$ cat config.mk
export PLATFORM = sky130hd
export DESIGN_NAME = subservient_debug_cmd
export DESIGN_NICKNAME = d
export VERILOG_FILES = /design/src/rtl/subservient_debug_cmd.sv
export SDC_FILE = /design/constraint.sdc
export NUM_CORES = 1
export LEC_CHECK = 0
export BUFFER_PORTS_ARGS = -buffer_cell sky130_fd_sc_hd__buf_2
export CAP_MARGIN = 20
export CORE_MARGIN = 2
export CORE_UTILIZATION = 55
export DETAILED_ROUTE_END_ITERATION = 8
export PLACE_DENSITY = 0.89
export RECOVER_POWER = 50
export SLEW_MARGIN = 20
export SYNTH_ARGS = -nofsm -noshare
export SYNTH_HDL_FRONTEND = slang
export SYNTH_SLANG_ARGS = --single-unit
$ cat constraint.sdc
create_clock -name i_clk -period 3.84 [get_ports i_clk]
set_input_delay 0.96 -clock i_clk [delete_from_list [all_inputs] [get_ports i_clk]]
set_output_delay 0.96 -clock i_clk [all_outputs]
set_load 0.05 [all_outputs]
$ cat src/rtl/subservient_debug_cmd.sv
// rtl/subservient_debug_cmd.sv - byte-command debug bridge from a host serial link to a Wishbone master
module subservient_debug_cmd #(
    parameter int unsigned ACK_TIMEOUT = 255
) (
    input  logic        i_clk,
    input  logic        i_rst,
    input  logic [7:0]  i_rx_data,
    input  logic        i_rx_valid,
    output logic        o_rx_ready,
    output logic [7:0]  o_tx_data,
    output logic        o_tx_valid,
    input  logic        i_tx_ready,
    output logic        o_debug_mode,
    output logic [31:0] o_wb_dbg_adr,
    output logic [31:0] o_wb_dbg_dat,
    output logic [3:0]  o_wb_dbg_sel,
    output logic        o_wb_dbg_we,
    output logic        o_wb_dbg_stb,
    input  logic [31:0] i_wb_dbg_rdt,
    input  logic        i_wb_dbg_ack
);

    typedef enum logic [2:0] {
        S_IDLE,
        S_ADDR,
        S_DATA,
        S_BUS,
        S_RESP
    } state_t;

    localparam logic [7:0] OP_ENTER = 8'h01;
    localparam logic [7:0] OP_EXIT  = 8'h02;
    localparam logic [7:0] OP_WRITE = 8'h10;
    localparam logic [7:0] OP_READ  = 8'h20;
    localparam logic [7:0] RSP_ACK  = 8'h06;
    localparam logic [7:0] RSP_NAK  = 8'h15;

    // Last value of the strobe-cycle counter before the access is abandoned.
    localparam logic [15:0] TMO_LAST = 16'(ACK_TIMEOUT - 1);

    state_t      state_q, state_d;
    logic        mode_q, mode_d;
    logic        we_q, we_d;
    logic [1:0]  idx_q, idx_d;
    logic [31:0] adr_q, adr_d;
    logic [31:0] dat_q, dat_d;
    logic        stb_q, stb_d;
    logic [15:0] tmr_q, tmr_d;
    logic [31:0] resp_q, resp_d;
    logic [1:0]  resp_cnt_q, resp_cnt_d;

    logic rx_fire;
    logic tx_fire;

    assign o_rx_ready   = (state_q == S_IDLE) || (state_q == S_ADDR) || (state_q == S_DATA);
    assign o_tx_valid   = (state_q == S_RESP);
    assign o_tx_data    = resp_q[7:0];
    assign o_debug_mode = mode_q;
    assign o_wb_dbg_adr = adr_q;
    assign o_wb_dbg_dat = dat_q;
    assign o_wb_dbg_sel = 4'hF;
    assign o_wb_dbg_we  = we_q;
    assign o_wb_dbg_stb = stb_q;

    assign rx_fire = i_rx_valid && o_rx_ready;
    assign tx_fire = o_tx_valid && i_tx_ready;

    // Register all state; reset aborts any bus access or response in flight.
    always_ff @(posedge i_clk) begin
        if (i_rst) begin
            state_q    <= S_IDLE;
            mode_q     <= 1'b0;
            we_q       <= 1'b0;
            idx_q      <= 2'd0;
            adr_q      <= 32'd0;
            dat_q      <= 32'd0;
            stb_q      <= 1'b0;
            tmr_q      <= 16'd0;
            resp_q     <= 32'd0;
            resp_cnt_q <= 2'd0;
        end else begin
            state_q    <= state_d;
            mode_q     <= mode_d;
            we_q       <= we_d;
            idx_q      <= idx_d;
            adr_q      <= adr_d;
            dat_q      <= dat_d;
            stb_q      <= stb_d;
            tmr_q      <= tmr_d;
            resp_q     <= resp_d;
            resp_cnt_q <= resp_cnt_d;
        end
    end

    // Command decode, byte collection, bus sequencing and response shifting.
    always_comb begin
        state_d    = state_q;
        mode_d     = mode_q;
        we_d       = we_q;
        idx_d      = idx_q;
        adr_d      = adr_q;
        dat_d      = dat_q;
        stb_d      = stb_q;
        tmr_d      = tmr_q;
        resp_d     = resp_q;
        resp_cnt_d = resp_cnt_q;

        case (state_q)
            S_IDLE: begin
                if (rx_fire) begin
                    idx_d      = 2'd0;
                    resp_cnt_d = 2'd0;
                    case (i_rx_data)
                        OP_ENTER: begin
                            mode_d  = 1'b1;
                            resp_d  = {24'd0, RSP_ACK};
                            state_d = S_RESP;
                        end
                        OP_EXIT: begin
                            mode_d  = 1'b0;
                            resp_d  = {24'd0, RSP_ACK};
                            state_d = S_RESP;
                        end
                        OP_WRITE: begin
                            we_d    = 1'b1;
                            state_d = S_ADDR;
                        end
                        OP_READ: begin
                            we_d    = 1'b0;
                            state_d = S_ADDR;
                        end
                        default: begin
                            resp_d  = {24'd0, RSP_NAK};
                            state_d = S_RESP;
                        end
                    endcase
                end
            end

            S_ADDR: begin
                if (rx_fire) begin
                    // The word-aligned address never carries the two low bits.
                    adr_d[{idx_q, 3'b000} +: 8] = (idx_q == 2'd0) ? {i_rx_data[7:2], 2'b00} : i_rx_data;
                    idx_d = idx_q + 2'd1;
                    if (idx_q == 2'd3) begin
                        if (we_q) begin
                            state_d = S_DATA;
                        end else if (mode_q) begin
                            state_d = S_BUS;
                        end else begin
                            resp_d     = {24'd0, RSP_NAK};
                            resp_cnt_d = 2'd0;
                            state_d    = S_RESP;
                        end
                    end
                end
            end

            S_DATA: begin
                if (rx_fire) begin
                    dat_d[{idx_q, 3'b000} +: 8] = i_rx_data;
                    idx_d = idx_q + 2'd1;
                    if (idx_q == 2'd3) begin
                        if (mode_q) begin
                            state_d = S_BUS;
                        end else begin
                            resp_d     = {24'd0, RSP_NAK};
                            resp_cnt_d = 2'd0;
                            state_d    = S_RESP;
                        end
                    end
                end
            end

            S_BUS: begin
                if (!stb_q) begin
                    // First BUS cycle: strobe goes out on the next edge.
                    stb_d = 1'b1;
                    tmr_d = 16'd0;
                end else if (i_wb_dbg_ack) begin
                    stb_d   = 1'b0;
                    state_d = S_RESP;
                    if (we_q) begin
                        resp_d     = {24'd0, RSP_ACK};
                        resp_cnt_d = 2'd0;
                    end else begin
                        resp_d     = i_wb_dbg_rdt;
                        resp_cnt_d = 2'd3;
                    end
                end else if (tmr_q == TMO_LAST) begin
                    stb_d      = 1'b0;
                    resp_d     = {24'd0, RSP_NAK};
                    resp_cnt_d = 2'd0;
                    state_d    = S_RESP;
                end else begin
                    tmr_d = tmr_q + 16'd1;
                end
            end

            S_RESP: begin
                if (tx_fire) begin
                    if (resp_cnt_q == 2'd0) begin
                        state_d = S_IDLE;
                    end else begin
                        resp_d     = {8'd0, resp_q[31:8]};
                        resp_cnt_d = resp_cnt_q - 2'd1;
                    end
                end
            end

            default: begin
                state_d = S_IDLE;
            end
        endcase
    end

endmodule

Word level (Yosys, flattened, before mapping)
Cells that the tools add are included.
{"block": "word_totals", "register_bits": 122, "input_bits": 45}
{"block": "classes", "n_eq_ne": 25, "shifts": 3, "n_reduce_logical": 23, "add_sub_neg": 4, "mux": 56}
{"operator": "32-bit 2-to-1 mux", "n": 13}
{"operator": "32-bit case mux with 5 select lines", "n": 1}
{"operator": "32-bit bitwise mux", "n": 2}
{"operator": "32-bit case mux with 2 select lines", "n": 1}
{"operator": "8-bit by 7-bit variable part select with 32-bit output", "n": 2}
{"operator": "16-bit 2-to-1 mux", "n": 3}
{"operator": "3-bit 2-to-1 mux", "n": 13}
{"operator": "8-bit by 7-bit variable shift with 32-bit output (first input constant)", "n": 1}
{"operator": "2-bit 2-to-1 mux", "n": 15}
{"operator": "2-bit != test (second input constant)", "n": 9}
{"operator": "16-bit by 1-bit adder with 16-bit output (second input constant)", "n": 1}
{"operator": "16-bit by 8-bit == test with 1-bit output (second input constant)", "n": 1}
{"operator": "3-bit case mux with 5 select lines", "n": 1}
{"operator": "12-bit AND reduction", "n": 1}
{"operator": "3-bit AND reduction", "n": 4}
{"operator": "11-bit AND reduction", "n": 1}
{"operator": "2-bit by 1-bit != test with 1-bit output (second input constant)", "n": 5}
{"operator": "2-bit case mux with 5 select lines", "n": 1}
{"operator": "9-bit AND reduction", "n": 1}
{"operator": "8-bit by 1-bit == test with 1-bit output (second input constant)", "n": 1}
{"operator": "8-bit by 2-bit == test with 1-bit output (second input constant)", "n": 1}
{"operator": "8-bit by 5-bit == test with 1-bit output (second input constant)", "n": 1}
{"operator": "8-bit by 6-bit == test with 1-bit output (second input constant)", "n": 1}
{"operator": "5-bit negator with 7-bit output", "n": 1}
{"operator": "other kinds (18)", "n": 30}

Longest topological paths before layout
{"block": "depth", "ltp_word": 6, "depth_mapped": 9, "ltp_nobuf": 8}

Worst setup path before layout
No wires, ideal clock.
{"block": "synth_timing", "path_kind": "flip-flop to output port", "start": "reg state_q[2]", "end": "out o_tx_valid", "arrival_time_ns": 1.478, "path_slack_ns": 1.402, "t_required_ns": 2.880, "path_buffers": 2, "path_stages_with_launch": 5, "cell_sequence": "dfxtp_1 -> buf_6 -> nand2_1 -> inv_2 -> clkbuf_1"}
{"block": "synth_between", "elab_chain_cells": 1}
{"item": "start: declaration", "line_no": "41", "rtl": "state_t state_q, state_d;"}
{"item": "start signal: assignment", "line_no": "82", "rtl": "state_q <= state_d;"}
{"item": "3-bit == test", "line_no": "56", "rtl": "assign o_tx_valid = (state_q == S_RESP);"}
{"item": "end: declaration", "line_no": "11", "rtl": "output logic o_tx_valid,"}
No other way between the ends.

Worst setup path in the final report
{"block": "layout_timing", "start": "reg state_q[0]", "end": "out o_tx_valid"}
The elaborated chain is that of the path after synthesis.

==> impl_metrics.json <==
{
  "drtIter0Drc": 394,
  "post_cts_buffers": 0,
  "cp.arrival_ns": 2.13,
  "clock_sinks": 122,
  "vias_per_cell": 5.685,
  "crit_start": "state_q[0]",
  "synthArstFlopShare_pct": 0,
  "drc": 0,
  "netlist_instances": 673,
  "ff2ff_setup_slack_ns": 0.89,
  "rsz0062_at_grt": "false",
  "crit_type": "reg2out",
  "finClkSkew_ns": 0.01440,
  "maxSlewViolCount": 0,
  "yosys_most_used_dff": "dfxtp_1",
  "fp-row-count": 36,
  "cts_root_buffer": "clkbuf_8",
  "die_h_um": 104.5,
  "netlist_area_um2": 5554,
  "diodes": 0,
  "hold_class": "reg2reg",
  "fin_crit_sh_pct": 80.36,
  "numCtsBuffers": 17,
  "hold_viol_final": 0,
  "routabilityCongestion": 0.8544,
  "design_area_um2": 6583,
  "slew_headroom_pct": 27.26,
  "final_util_pct": 67.35,
  "layout-drive-gt1-share_pct": 15.38,
  "pre_cts_ws_ns": 0.7019,
  "seq_area_frac_synth_pct": 43.97,
  "num_vias": 5190,
  "track_usage_pct": 25.99,
  "layout_commonest_cell": "nor2_1",
  "antenna_found_initial": 0,
  "mostFrequentLayoutCells": "144 x nor2_1, 122 x dfxtp_1, 86 x a21oi_1",
  "postSynthAreaPerCell_um2": 8.253,
  "core_area_um2": 9774,
  "fin_nets": 820,
  "required_ns": 2.88,
  "grt_overflow": 0,
  "peakVddDrop_mv": 0.3200,
  "ys_ff_latch": 122,
  "worst_slew_pin_slew_ns": 1.089,
  "drt_wl_total_um": 14110,
  "grt_max_degree": 55,
  "io_buffers": 121,
  "synth_edf_count": 0,
  "clkTransAtPathRegs_ns": 0.05,
  "htreeDepth": 4,
  "area_growth_pct": 18.52,
  "finalCriticalPeriod_ns": 3.086,
  "grt_pass1_vias": 4882,
  "start_util_pct": 56.82,
  "stdcell_count": 913,
  "p_leak_nw": 2.326,
  "setup_viol": 0,
  "ant_nets": 0,
  "cts_max_path_buffers": 2,
  "dieArea_um2": 10920,
  "max_freq_ghz": 0.3241,
  "r2r-start": "state_q[0]",
  "io_pins": 126,
  "dpl_cell_area_um2": 6062,
  "grt_pass1_wl_um": 23090,
  "dpl.hpwl_um": 9351,
  "die_w_um": 104.5,
  "synth_cell_type_count": 59,
  "critPathLaunchType": "register",
  "wire_per_inst_um": 15.45,
  "hp-start": "o_wb_dbg_adr[3]",
  "cts_tree": "built",
  "worstSetupEndpointType": "output pin",
  "maxCapViolCount": 0,
  "status": "complete, no violations",
  "cts_hold_buf": 0,
  "drtPass1Iterations": 5,
  "setup_slack_ns": 0.7543,
  "clock_latency_ns": 0.52,
  "dp_cells": 881,
  "critPathMaxFanout": 25,
  "fin_setup_tns_ns": 0,
  "power_density_nw_per_um2": 524.1,
  "cts_resized": 0,
  "yosysWarnings": 0
}
flip-flops by register name (all words and copies together) (netlist names):
register,flops
resp_q,32
o_wb_dbg_we,1
resp_cnt_q,2
o_debug_mode,1
state_q,3
idx_q,2
o_wb_dbg_dat,32
o_wb_dbg_stb,1
tmr_q,16
o_wb_dbg_adr,32
power breakdown:
part	switching (W)	total [W]	internal [W]
Sequential	0.0000326	0.00135	0.00131
Clock	0.000563	0.00173	0.00117
Combinational	0.000266	0.000371	0.000105
routing by layer:
layer	GRT usage, %	up-vias	share of wire, %
li1	-	2504	-
met1	31.97	2407	41
met2	43.04	246	48
met3	7.393	33	8.5
met4	9.942	0	1.7
met5	0	-	0
logic make-up after synthesis:
kind of cell / Yosys count / share of synthesized area (%)
adders and majority gates: 8 / 1.802
DFF: 122 / 43.97
other: 1 / 0.06752
and+or+nand+nor: 286 / 24.44
AOI/OAI and AO/OA: 175 / 21.00
buffers and inverters: 66 / 6.353
xor gates and xnor gates: 15 / 2.365
per-stage QoR:
stage | hold WS, ns | total power [W]
after global placement | 0.4465 | 0.001725
after floorplan | 0.4402 | 0.001696
after global routing | 0.4843 | 0.003556
final | 0.4604 | 0.003450
after detailed placement | 0.4512 | 0.001739
after CTS | 0.4588 | 0.003466
critical path: stages (launching register included):
cell,delay [ns]
dfxtp_1,0.47
nor2_1,0.27
nand2_1,0.15
inv_2,0.37
buf_2,0.35
cell usage after synthesis (2+ instances only):
cell,count,area (um2)
buf_6,6,67.56
nor2_8,2,40.04
nand2_1,62,232.7
nand3_1,27,135.1
nor2_1,142,533.0
or3_1,3,18.77
dfxtp_1,122,2442
a21oi_1,85,425.4
and2_1,3,18.77
nor3_1,7,35.03
or2_2,3,18.77
clkbuf_1,27,101.4
nor3b_1,9,67.56
nand4_1,3,18.77
a211oi_2,18,225.2
xor2_1,5,43.79
a211oi_1,8,60.06
inv_1,13,48.80
buf_4,15,112.6
a221oi_1,3,26.28
and3_1,2,12.51
o21ai_0,23,115.1
nor2b_1,3,18.77
buf_2,3,15.01
xnor2_1,10,87.58
a22oi_1,22,165.2
and3_2,2,15.01
nand2b_1,2,12.51
o31ai_1,2,15.01
or3_2,3,22.52
a31oi_1,3,18.77
ha_1,8,100.1
area by class of cell:
cell class                 instances  area (um2)
clock buffer                      21       459.2
multi-input combinational        488        2729
inverter                          14       52.55
tap                              133       166.4
fill                             824        3192
clock inverter                    11       191.4
timing repair buffer             124       541.8
sequential                       122        2442
final timing paths:
| check | cells past startpoint | end |
|---|---|---|
| min reg2reg | 2 | o_wb_dbg_adr[3] |
| min | 2 | o_wb_dbg_adr[3] |
| max | 4 | o_tx_valid |
| max reg2reg | 5 | resp_q[9] |
Power figures use the tool's default switching activity.
